## config.mk

```make
export PLATFORM = sky130hd
export DESIGN_NAME = pipe_rr_arbiter
export DESIGN_NICKNAME = d
export VERILOG_FILES = /design/src/rtl/pipe_rr_arbiter.sv
export SDC_FILE = /design/constraint.sdc
export NUM_CORES = 1
export LEC_CHECK = 0
export CORE_ASPECT_RATIO = 1.2
export CORE_MARGIN = 1.5
export CORE_UTILIZATION = 25
export CTS_BUF_LIST = sky130_fd_sc_hd__clkbuf_4 sky130_fd_sc_hd__clkbuf_8
export CTS_CLUSTER_SIZE = 40
export DETAILED_ROUTE_END_ITERATION = 10
export PLACE_DENSITY = 0.65
export RECOVER_POWER = 50
export SLEW_MARGIN = 20
export SYNTH_ARGS = -nofsm -noshare
export SYNTH_HDL_FRONTEND = slang
export SYNTH_SLANG_ARGS = --single-unit
```

## constraint.sdc

```tcl
create_clock -name clk -period 1.9 [get_ports clk]
set_input_delay 0.475 -clock clk [delete_from_list [all_inputs] [get_ports clk]]
set_output_delay 0.475 -clock clk [all_outputs]
set_load 0.05 [all_outputs]
```

## src/rtl/pipe_rr_arbiter.sv

```systemverilog
// pipe_rr_arbiter: round-robin arbiter that shares one fixed-latency
// delay-then-subtract pipeline among NREQ requesters. A tag shift register
// tracks the owner and subtrahend of every in-flight item, so results are
// routed back to their owners. A pause/drain handshake allows reconfiguration.
// Optional build macro ARB_LATCHK_EN adds a sticky lat_err output that flags
// a mismatch between LATENCY and the pipeline's real depth.
`timescale 1ns/1ps
module pipe_rr_arbiter #(
  parameter int NREQ    = 4,
  parameter int LATENCY = 5,
  parameter int DW      = 32
) (
  input  logic                 clk,
  input  logic                 rst,
  input  logic [NREQ-1:0]      req_valid,
  input  logic [NREQ*DW-1:0]   req_data,
  input  logic [NREQ*DW-1:0]   req_sub,
  output logic [NREQ-1:0]      req_ready,
  input  logic                 pause,
  output logic                 paused,
  output logic [DW-1:0]        pipe_data_in,
  output logic                 pipe_data_in_valid,
  output logic [DW-1:0]        pipe_subtract,
  input  logic [DW-1:0]        pipe_data_out,
  input  logic                 pipe_data_out_valid,
  output logic [NREQ-1:0]      rsp_valid,
  output logic [DW-1:0]        rsp_data
`ifdef ARB_LATCHK_EN
  ,
  output logic                 lat_err
`endif
);

  localparam int IDW  = (NREQ > 1) ? $clog2(NREQ) : 1;
  localparam int LAST = LATENCY - 1;

  typedef enum logic [1:0] {
    RUN    = 2'd0,
    DRAIN  = 2'd1,
    PAUSED = 2'd2
  } state_e;

  state_e               state_q, state_d;
  logic                 grant_en;
  logic [IDW-1:0]       last_q, last_d;
  logic [NREQ-1:0]      grant;
  logic [IDW-1:0]       grant_id;
  logic                 transfer;
  logic [LATENCY-1:0]   tag_v_q;
  logic [IDW-1:0]       tag_id_q  [LATENCY];
  logic [DW-1:0]        tag_sub_q [LATENCY];
  logic                 last_v;
  logic                 rsp_fire;
  logic                 rsp_load;
  logic [NREQ-1:0]      rsp_valid_d, rsp_valid_q;
  logic [DW-1:0]        rsp_data_q;

  // FSM state register
  always_ff @(posedge clk) begin
    if (rst) state_q <= RUN;
    else     state_q <= state_d;
  end

  // FSM next state: drain completes once no tag is valid; dropping pause
  // always returns to RUN
  always_comb begin
    state_d = state_q;
    case (state_q)
      RUN:     if (pause) state_d = DRAIN;
      DRAIN:   if (!pause) state_d = RUN;
               else if (tag_v_q == '0) state_d = PAUSED;
      PAUSED:  if (!pause) state_d = RUN;
      default: state_d = RUN;
    endcase
  end

  // FSM outputs: grants only in RUN and stop in the very cycle pause is seen
  always_comb begin
    grant_en = 1'b0;
    paused   = 1'b0;
    case (state_q)
      RUN:     grant_en = !pause;
      PAUSED:  paused   = 1'b1;
      default: ;
    endcase
  end

  // Round-robin search starting one past the last granted requester
  always_comb begin
    grant    = '0;
    grant_id = '0;
    transfer = 1'b0;
    for (int k = 1; k <= NREQ; k++) begin
      if (grant_en && !transfer && req_valid[(int'(last_q) + k) % NREQ]) begin
        transfer = 1'b1;
        grant_id = IDW'((int'(last_q) + k) % NREQ);
      end
    end
    if (transfer) grant[grant_id] = 1'b1;
  end

  assign req_ready          = grant;
  assign last_d             = transfer ? grant_id : last_q;
  assign pipe_data_in_valid = transfer;
  assign pipe_data_in       = transfer ? req_data[int'(grant_id)*DW +: DW] : '0;

  // Round-robin pointer; reset value makes requester 0 the first choice
  always_ff @(posedge clk) begin
    if (rst) last_q <= IDW'(NREQ - 1);
    else     last_q <= last_d;
  end

  // Tag valid bits shift alongside the pipeline; reset discards in-flight items
  always_ff @(posedge clk) begin
    if (rst) begin
      tag_v_q <= '0;
    end else begin
      tag_v_q[0] <= transfer;
      for (int s = 1; s < LATENCY; s++) tag_v_q[s] <= tag_v_q[s-1];
    end
  end

  // Tag payload (owner id, subtrahend); only meaningful where the valid bit is set
  always_ff @(posedge clk) begin
    tag_id_q[0]  <= grant_id;
    tag_sub_q[0] <= req_sub[int'(grant_id)*DW +: DW];
    for (int s = 1; s < LATENCY; s++) begin
      tag_id_q[s]  <= tag_id_q[s-1];
      tag_sub_q[s] <= tag_sub_q[s-1];
    end
  end

  // Subtrahend is applied at the pipeline output; zero keeps idle output at 0
  assign last_v        = tag_v_q[LAST];
  assign pipe_subtract = last_v ? tag_sub_q[LAST] : '0;

  // A result is owned only if the tag also says an item is due; stale
  // pipeline strobes after a reset therefore produce no response
  assign rsp_fire = pipe_data_out_valid & last_v;
`ifdef ARB_LATCHK_EN
  assign rsp_load = rsp_fire;
`else
  assign rsp_load = pipe_data_out_valid;
`endif

  // One-hot response strobe for the owner of the emerging result
  always_comb begin
    rsp_valid_d = '0;
    if (rsp_fire) rsp_valid_d[tag_id_q[LAST]] = 1'b1;
  end

  // Registered response; data holds between results
  always_ff @(posedge clk) begin
    if (rst) begin
      rsp_valid_q <= '0;
      rsp_data_q  <= '0;
    end else begin
      rsp_valid_q <= rsp_valid_d;
      if (rsp_load) rsp_data_q <= pipe_data_out;
    end
  end

  assign rsp_valid = rsp_valid_q;
  assign rsp_data  = rsp_data_q;

`ifdef ARB_LATCHK_EN
  logic lat_err_q;

  // Sticky flag: pipeline valid and tag valid must always agree
  always_ff @(posedge clk) begin
    if (rst)                              lat_err_q <= 1'b0;
    else if (pipe_data_out_valid != last_v) lat_err_q <= 1'b1;
  end

  assign lat_err = lat_err_q;
`endif

endmodule

```

**Yosys cells after proc, flatten, opt, wreduce, memory -nomap -nowiden**

Memory sizes are Yosys's and may differ from the RTL's.
Index checks and enable logic that the tools add are counted.

- Register bits: 45
- Memory bits (writable): 170
- Bits of input ports: 296
- Output and inout bits: 106
- Memories: 2

Memories:

| memory | depth | bits a word | read ports | clocked after Yosys merged registers in | write ports | RTL line | text |
|---|---|---|---|---|---|---|---|
| tag_sub_q | 5 | 32 | 5 | 0 | 5 | 51 | `logic [DW-1:0] tag_sub_q [LATENCY];` |
| tag_id_q | 5 | 2 | 5 | 0 | 5 | 50 | `logic [IDW-1:0] tag_id_q [LATENCY];` |

- Add/sub/neg operators: 4
- Order comparisons: 8
- Equality and inequality tests: 5
- Shifts and indexed selects: 2
- Multiplexer cells: 34
- Bitwise logic cells: 6
- Reductions and logical operators: 21

Operators by type and width:

| cell | count |
|---|---|
| 128-bit by 8-bit variable part select with 32-bit output | 2 |
| 32-bit two-way mux | 2 |
| 3-bit by 4-bit < comparator with 1-bit output (second input constant) | 4 |
| 1-bit two-way mux | 16 |
| 2-bit two-way mux | 8 |
| 2-bit OR reduction | 5 |
| 1-bit logical AND | 9 |
| 1-bit binary-select mux with 2-bit select | 4 |
| 2-bit by 3-bit < comparator with 1-bit output (second input constant) | 2 |
| 2-bit case mux with 3 select lines | 1 |
| 5-bit logical NOT | 1 |
| 2-bit by 1-bit adder with 2-bit output (second input constant) | 2 |
| 2-bit adder (second input constant) | 2 |
| 1-bit bitwise AND (first input constant) | 4 |
| 1-bit demux with 2-bit select | 2 |
| 2-bit by 1-bit greater-or-equal comparator with 1-bit output (second input constant) | 2 |
| 1-bit logical NOT | 4 |
| 4-bit two-way mux | 1 |
| 2-bit inequality test (second input constant) | 2 |
| 3-bit inequality test (second input constant) | 1 |
| 3-bit AND reduction | 1 |
| 2-bit by 1-bit equality test with 1-bit output (second input constant) | 1 |
| 2-bit equality test (second input constant) | 1 |
| 2-bit logical NOT | 1 |
| 2 further kinds | 2 |

**Depth between registers and ports, before layout**

- Word-level depth: 25
- Gate-level depth with buffers: 8
- Gate-level depth less buffers: 6

**Worst setup path after synthesis**

Ideal clock, no wire load.

- Path kind: input -> output
- Start: in pause
- End: out pipe_data_in[10]
- Data arrival time: 2.289 ns
- Path slack: -0.864 ns
- Stages on the path: 6
- Path buffers: 1
- Cell sequence: or3_1 a21o_1 inv_2 nand2_2 buf_1 o22ai_1

RTL lines:

| what | RTL line | text |
|---|---|---|
| from (decl) | 19 | `input logic pause,` |
| 1-bit logical NOT (*) | 82 | `RUN: grant_en = !pause;` |
| 1-bit two-way mux (*) | 81 | `case (state_q)` |
| 1-bit logical AND | 94 | `if (grant_en && !transfer && req_valid[(int'(last_q) + k) % NREQ]) begin` |
| 1-bit two-way mux | 94 |  |
| 1-bit logical NOT | 94 |  |
| 1-bit logical AND (2 in series) | 94 |  |
| 1-bit two-way mux | 94 |  |
| 1-bit logical NOT | 94 |  |
| 1-bit logical AND (2 in series) | 94 |  |
| 1-bit two-way mux | 94 |  |
| 1-bit logical NOT | 94 |  |
| 1-bit logical AND (2 in series) | 94 |  |
| 1-bit two-way mux (*) | 94 |  |
| named net pipe_data_in_valid | 22 | `output logic pipe_data_in_valid,` |
| 32-bit two-way mux (*) | 105 | `assign pipe_data_in = transfer ? req_data[int'(grant_id)*DW +: DW] : '0;` |
| to (decl) | 21 | `output logic [DW-1:0] pipe_data_in,` |

The timed path passes the listed nets; every way through them passes the cells marked *.

**Worst setup path in the final report**

- Start: reg last_q[0]
- End: out pipe_data_in[25]

- Word-level cells in the longest chain between the ends: 20

Ends and longest elaborated chain:

| what | RTL line | text |
|---|---|---|
| from (decl) | 45 | `logic [IDW-1:0] last_q, last_d;` |
| from (signal assigned) | 109 | `if (rst) last_q <= IDW'(NREQ - 1);` |
| from (signal assigned) | 110 | `else last_q <= last_d;` |
| 2-bit by 1-bit adder with 2-bit output | 94, 96 |  |
| 1-bit binary-select mux with 2-bit select | 94 |  |
| 1-bit two-way mux (not written as such) (2 in series) | 94 |  |
| 1-bit logical AND | 94 |  |
| 1-bit two-way mux | 94 |  |
| 1-bit logical NOT | 94 |  |
| 1-bit logical AND (2 in series) | 94 |  |
| 1-bit two-way mux | 94 |  |
| 1-bit logical NOT | 94 |  |
| 1-bit logical AND (2 in series) | 94 |  |
| 1-bit two-way mux | 94 |  |
| 1-bit logical NOT | 94 |  |
| 1-bit logical AND (2 in series) | 94 |  |
| 2-bit two-way mux | 94 |  |
| 128-bit by 8-bit variable part select with 32-bit output | 105 |  |
| 32-bit two-way mux (*) | 105 |  |

Mark *: on every way between the ends. The rest lies on a longest branch, timed or not. The select of a mux whose other input is x is not followed.

==> flow_metrics.tcl <==
set metrics [dict create \
    status "finished, violations left" \
    violations "negative setup slack" \
    overflow 0 \
    die_h_um 188.6 \
    cp_max_fo 8 \
    crit_required_ns 1.42 \
    clkPwrFrac_pct 31.1 \
    io_buffers 401 \
    yosysSeqAreaShare_pct 59.98 \
    syn_area_per_cell_um2 10.84 \
    period_needed_ns 2.756 \
    worstSetupStartpointType "flip-flop" \
    initial_core_util_pct 25.55 \
    hold_viol 0 \
    powerDensity_nw_per_um2 848.1 \
    critPathKind "flip-flop to primary output" \
    antenna_found_initial 8 \
    synth_nets 958 \
    p_sw_share_pct 27.50 \
    cts_buffer_depth 3 \
    fin_skew_ns 0.02775 \
    drive_gt1_share_pct 40.96 \
    ant_nets 0 \
    post_drt_wl_per_cell_um 18.23 \
    relSlewSlack_pct 74.51 \
    pin_count 402 \
    leakagePower_nw 6.333 \
    power_frac_comb_pct 29.2 \
    cts.sinks 215 \
    finalCritPeriodShare_pct 145.1 \
    p_int_mw 9.655 \
    cp_slowest_cell "dfxtp_2" \
    switchingPower_mw 3.662 \
    setup_violations 69 \
    crit_family "buffers and inverters" \
    drtIter0Drc 224 \
    ys_ff_latch 215 \
    gp_congestion 0.8327 \
    arrival_ns 2.28 \
    critPathCaptureType "primary output" \
    grt.total_usage_pct 17.26 \
    drv_cap 0 \
    drt_pre_antenna_iters 4 \
    insertion_delay_ns 0.50 \
    pwr-share-seq_pct 39.7 \
    drc 0 \
    fin_cells 1556 \
    die-width_um 157.7 \
    numCtsBuffers 34 \
    yosysUniqueCellTypes 33 \
    worst_path_largest_cell_delay_ns 0.35 \
    crit_buf_inv 4 \
    max_freq_mhz 362.8 \
    root_buffer "clkbuf_8" \
    dp_hpwl_um 19250 \
    grt_pass1_vias 7009 \
    finish.utilization_pct 55.92 \
    routed_via_density 4.411 \
    nFillCells 2285 \
    cts_tree "done" \
    vias 6863 \
    slew_violations 0 \
    fin_ws_ns -0.8563 \
    rsz0062_at_grt "true" \
    synth_cells 662 \
    vdd_drop_max_mv 0.3877 \
    crit_chain "nand2b_4 > a21boi_4 > nor3_4 > buf_6 > buf_12 > buf_12 > mux2i_2 > o22ai_4 > buf_12" \
    hold_class "flip-flop to flip-flop" \
    layout.nets 1448 \
    grt_start_max_net_pins 33 \
    worst_pin_slew_ns 0.3717 \
    syn_to_final_growth_pct 118.8 \
    fin_tns_setup_ns -29.99 \
    crit_top_cell "buf_12" \
    core.rowCount 67 \
    dp_cells 1455 \
    clk_pin_slew_ns 0.06 \
    synth_warnings 0 \
    cts_max_level 2 \
    ff2ff_setup_slack_ns -0.13 \
    grt_pass1_wl_um 38670 \
    drt_wl_total_um 28370 \
    fp.dieArea_um2 29730 \
    syn_area_um2 7176 \
    core-area_um2 28080 \
]
## sequential cells by signal (all words and copies together) (netlist names)
| register | count |
|---|---|
| tag_v_q | 5 |
| state_q | 2 |
| rsp_data | 32 |
| last_q | 2 |
| tag_sub_q | 160 |
| rsp_valid | 4 |
| tag_id_q | 10 |
## metal layers
| metal | vias to the layer above | track usage [%] | part of all wire [%] |
|---|---|---|---|
| met1 | 3199 | 17.29 | 35 |
| met3 | 63 | 5.336 | 7.8 |
| met2 | 313 | 31.65 | 54 |
| met4 | 4 | 8.708 | 3.8 |
| met5 | - | 0 | 0.092 |
| li1 | 3284 | - | - |
## synth_stat cells, drive strengths merged
cell | instances | area [um2]
nand3 | 2 | 10.01
nor4b | 3 | 26.28
o211ai | 1 | 7.510
mux2i | 96 | 960.9
buf | 29 | 209.0
dfxtp | 215 | 4304
and2 | 32 | 200.2
or4b | 1 | 10.01
o211a | 1 | 10.01
clkbuf | 18 | 67.56
o22a | 1 | 8.760
o31ai | 1 | 21.27
or3 | 1 | 6.260
nor3 | 4 | 35.03
inv | 4 | 15.01
o22ai | 32 | 200.2
nand2 | 102 | 385.4
a21oi | 34 | 173.9
nor2 | 39 | 146.4
nor4bb | 1 | 10.01
a32oi | 32 | 280.3
nor2b | 5 | 31.28
nor4 | 2 | 12.51
nand2b | 4 | 25.02
a21o | 1 | 7.510
a21boi | 1 | 11.26
## cell families (layout without fill, tap and decap cells)
kind of cell,Yosys count,after routing,share of synthesized area [%]
AND/OR/NAND/NOR,196,196,12.52
multiplexers,96,96,13.39
other,0,5,0
buffers and inverters,51,561,4.063
flip-flops,215,215,59.98
AO/OA/AOI/OAI,104,104,10.04
## power groups by stage
stage               clock (mW)  combinational, mW  sequential (mW)
finish                    4.14               3.89             5.29
global route              4.48               4.07             5.34
global placement             0               2.94             5.36
floorplan                    0               1.45             5.47
detailed placement           0               2.97             5.38
CTS                       4.28               3.39             5.29
## area by class of cell
type,instances,area [um2],area share (%)
Inverter,4,20.02,0.1275
Multi-Input combinational cell,396,4198,26.73
Antenna cell,5,12.51,0.07967
Tap cell,379,474.2,3.020
Sequential cell,215,4315,27.48
Clock buffer,44,580.6,3.697
Clock inverter,12,147.6,0.9402
Timing Repair Buffer,501,5956,37.93
## cells in the final DEF (no fill, tap or decap), drive strengths merged, types with 32 or more instances in the layout
cell / n
a32oi: 32
mux2i: 96
a21oi: 34
nor2: 39
clkdlybuf4s50: 289
buf: 195
clkbuf: 56
and2: 32
o22ai: 32
dfxtp: 215
nand2: 102
## what timing repair did
action                     CTS  global route
hold buffers                 0             0
pin swaps                    9            55
cloned                       5            15
gates resized for setup    152           155
setup endpoints to repair   91            87
buffers inserted            11            13
## metrics by stage
stage | total power [mW] | setup WS [ns] | hold slack (ns) | cell area (um2)
6_report | 13.32 | -0.8563 | 0.3131 | 15700
2_1_floorplan | 6.918 | -0.3619 | 0.3096 | 7757
5_1_grt | 13.90 | -0.9734 | 0.3187 | 15700
3_5_place_dp | 8.346 | -1.044 | 0.3121 | 12990
4_1_cts | 12.95 | -0.8570 | 0.3116 | 14560
3_3_place_gp | 8.295 | -0.9899 | 0.3100 | 12990
## worst paths after layout
kind,endpoint,cells past startpoint,start
max,pipe_data_in[25],9,last_q[0]
min,tag_sub_q[0][92],0,tag_sub_q[0][60]
max reg2reg,tag_sub_q[0][20],11,last_q[0]
min reg2reg,tag_sub_q[0][92],0,tag_sub_q[0][60]
## worst reg2reg max path: stages, from the launching register on
cell,delay [ns]
dfxtp_2,0.35
nand2b_4,0.15
a21boi_4,0.06
buf_4,0.13
buf_4,0.13
o31ai_4,0.27
buf_6,0.16
buf_12,0.14
buf_6,0.11
clkbuf_16,0.14
nand2_2,0.05
a32oi_2,0.25
Note: power is estimated with default switching activity, not from simulation.
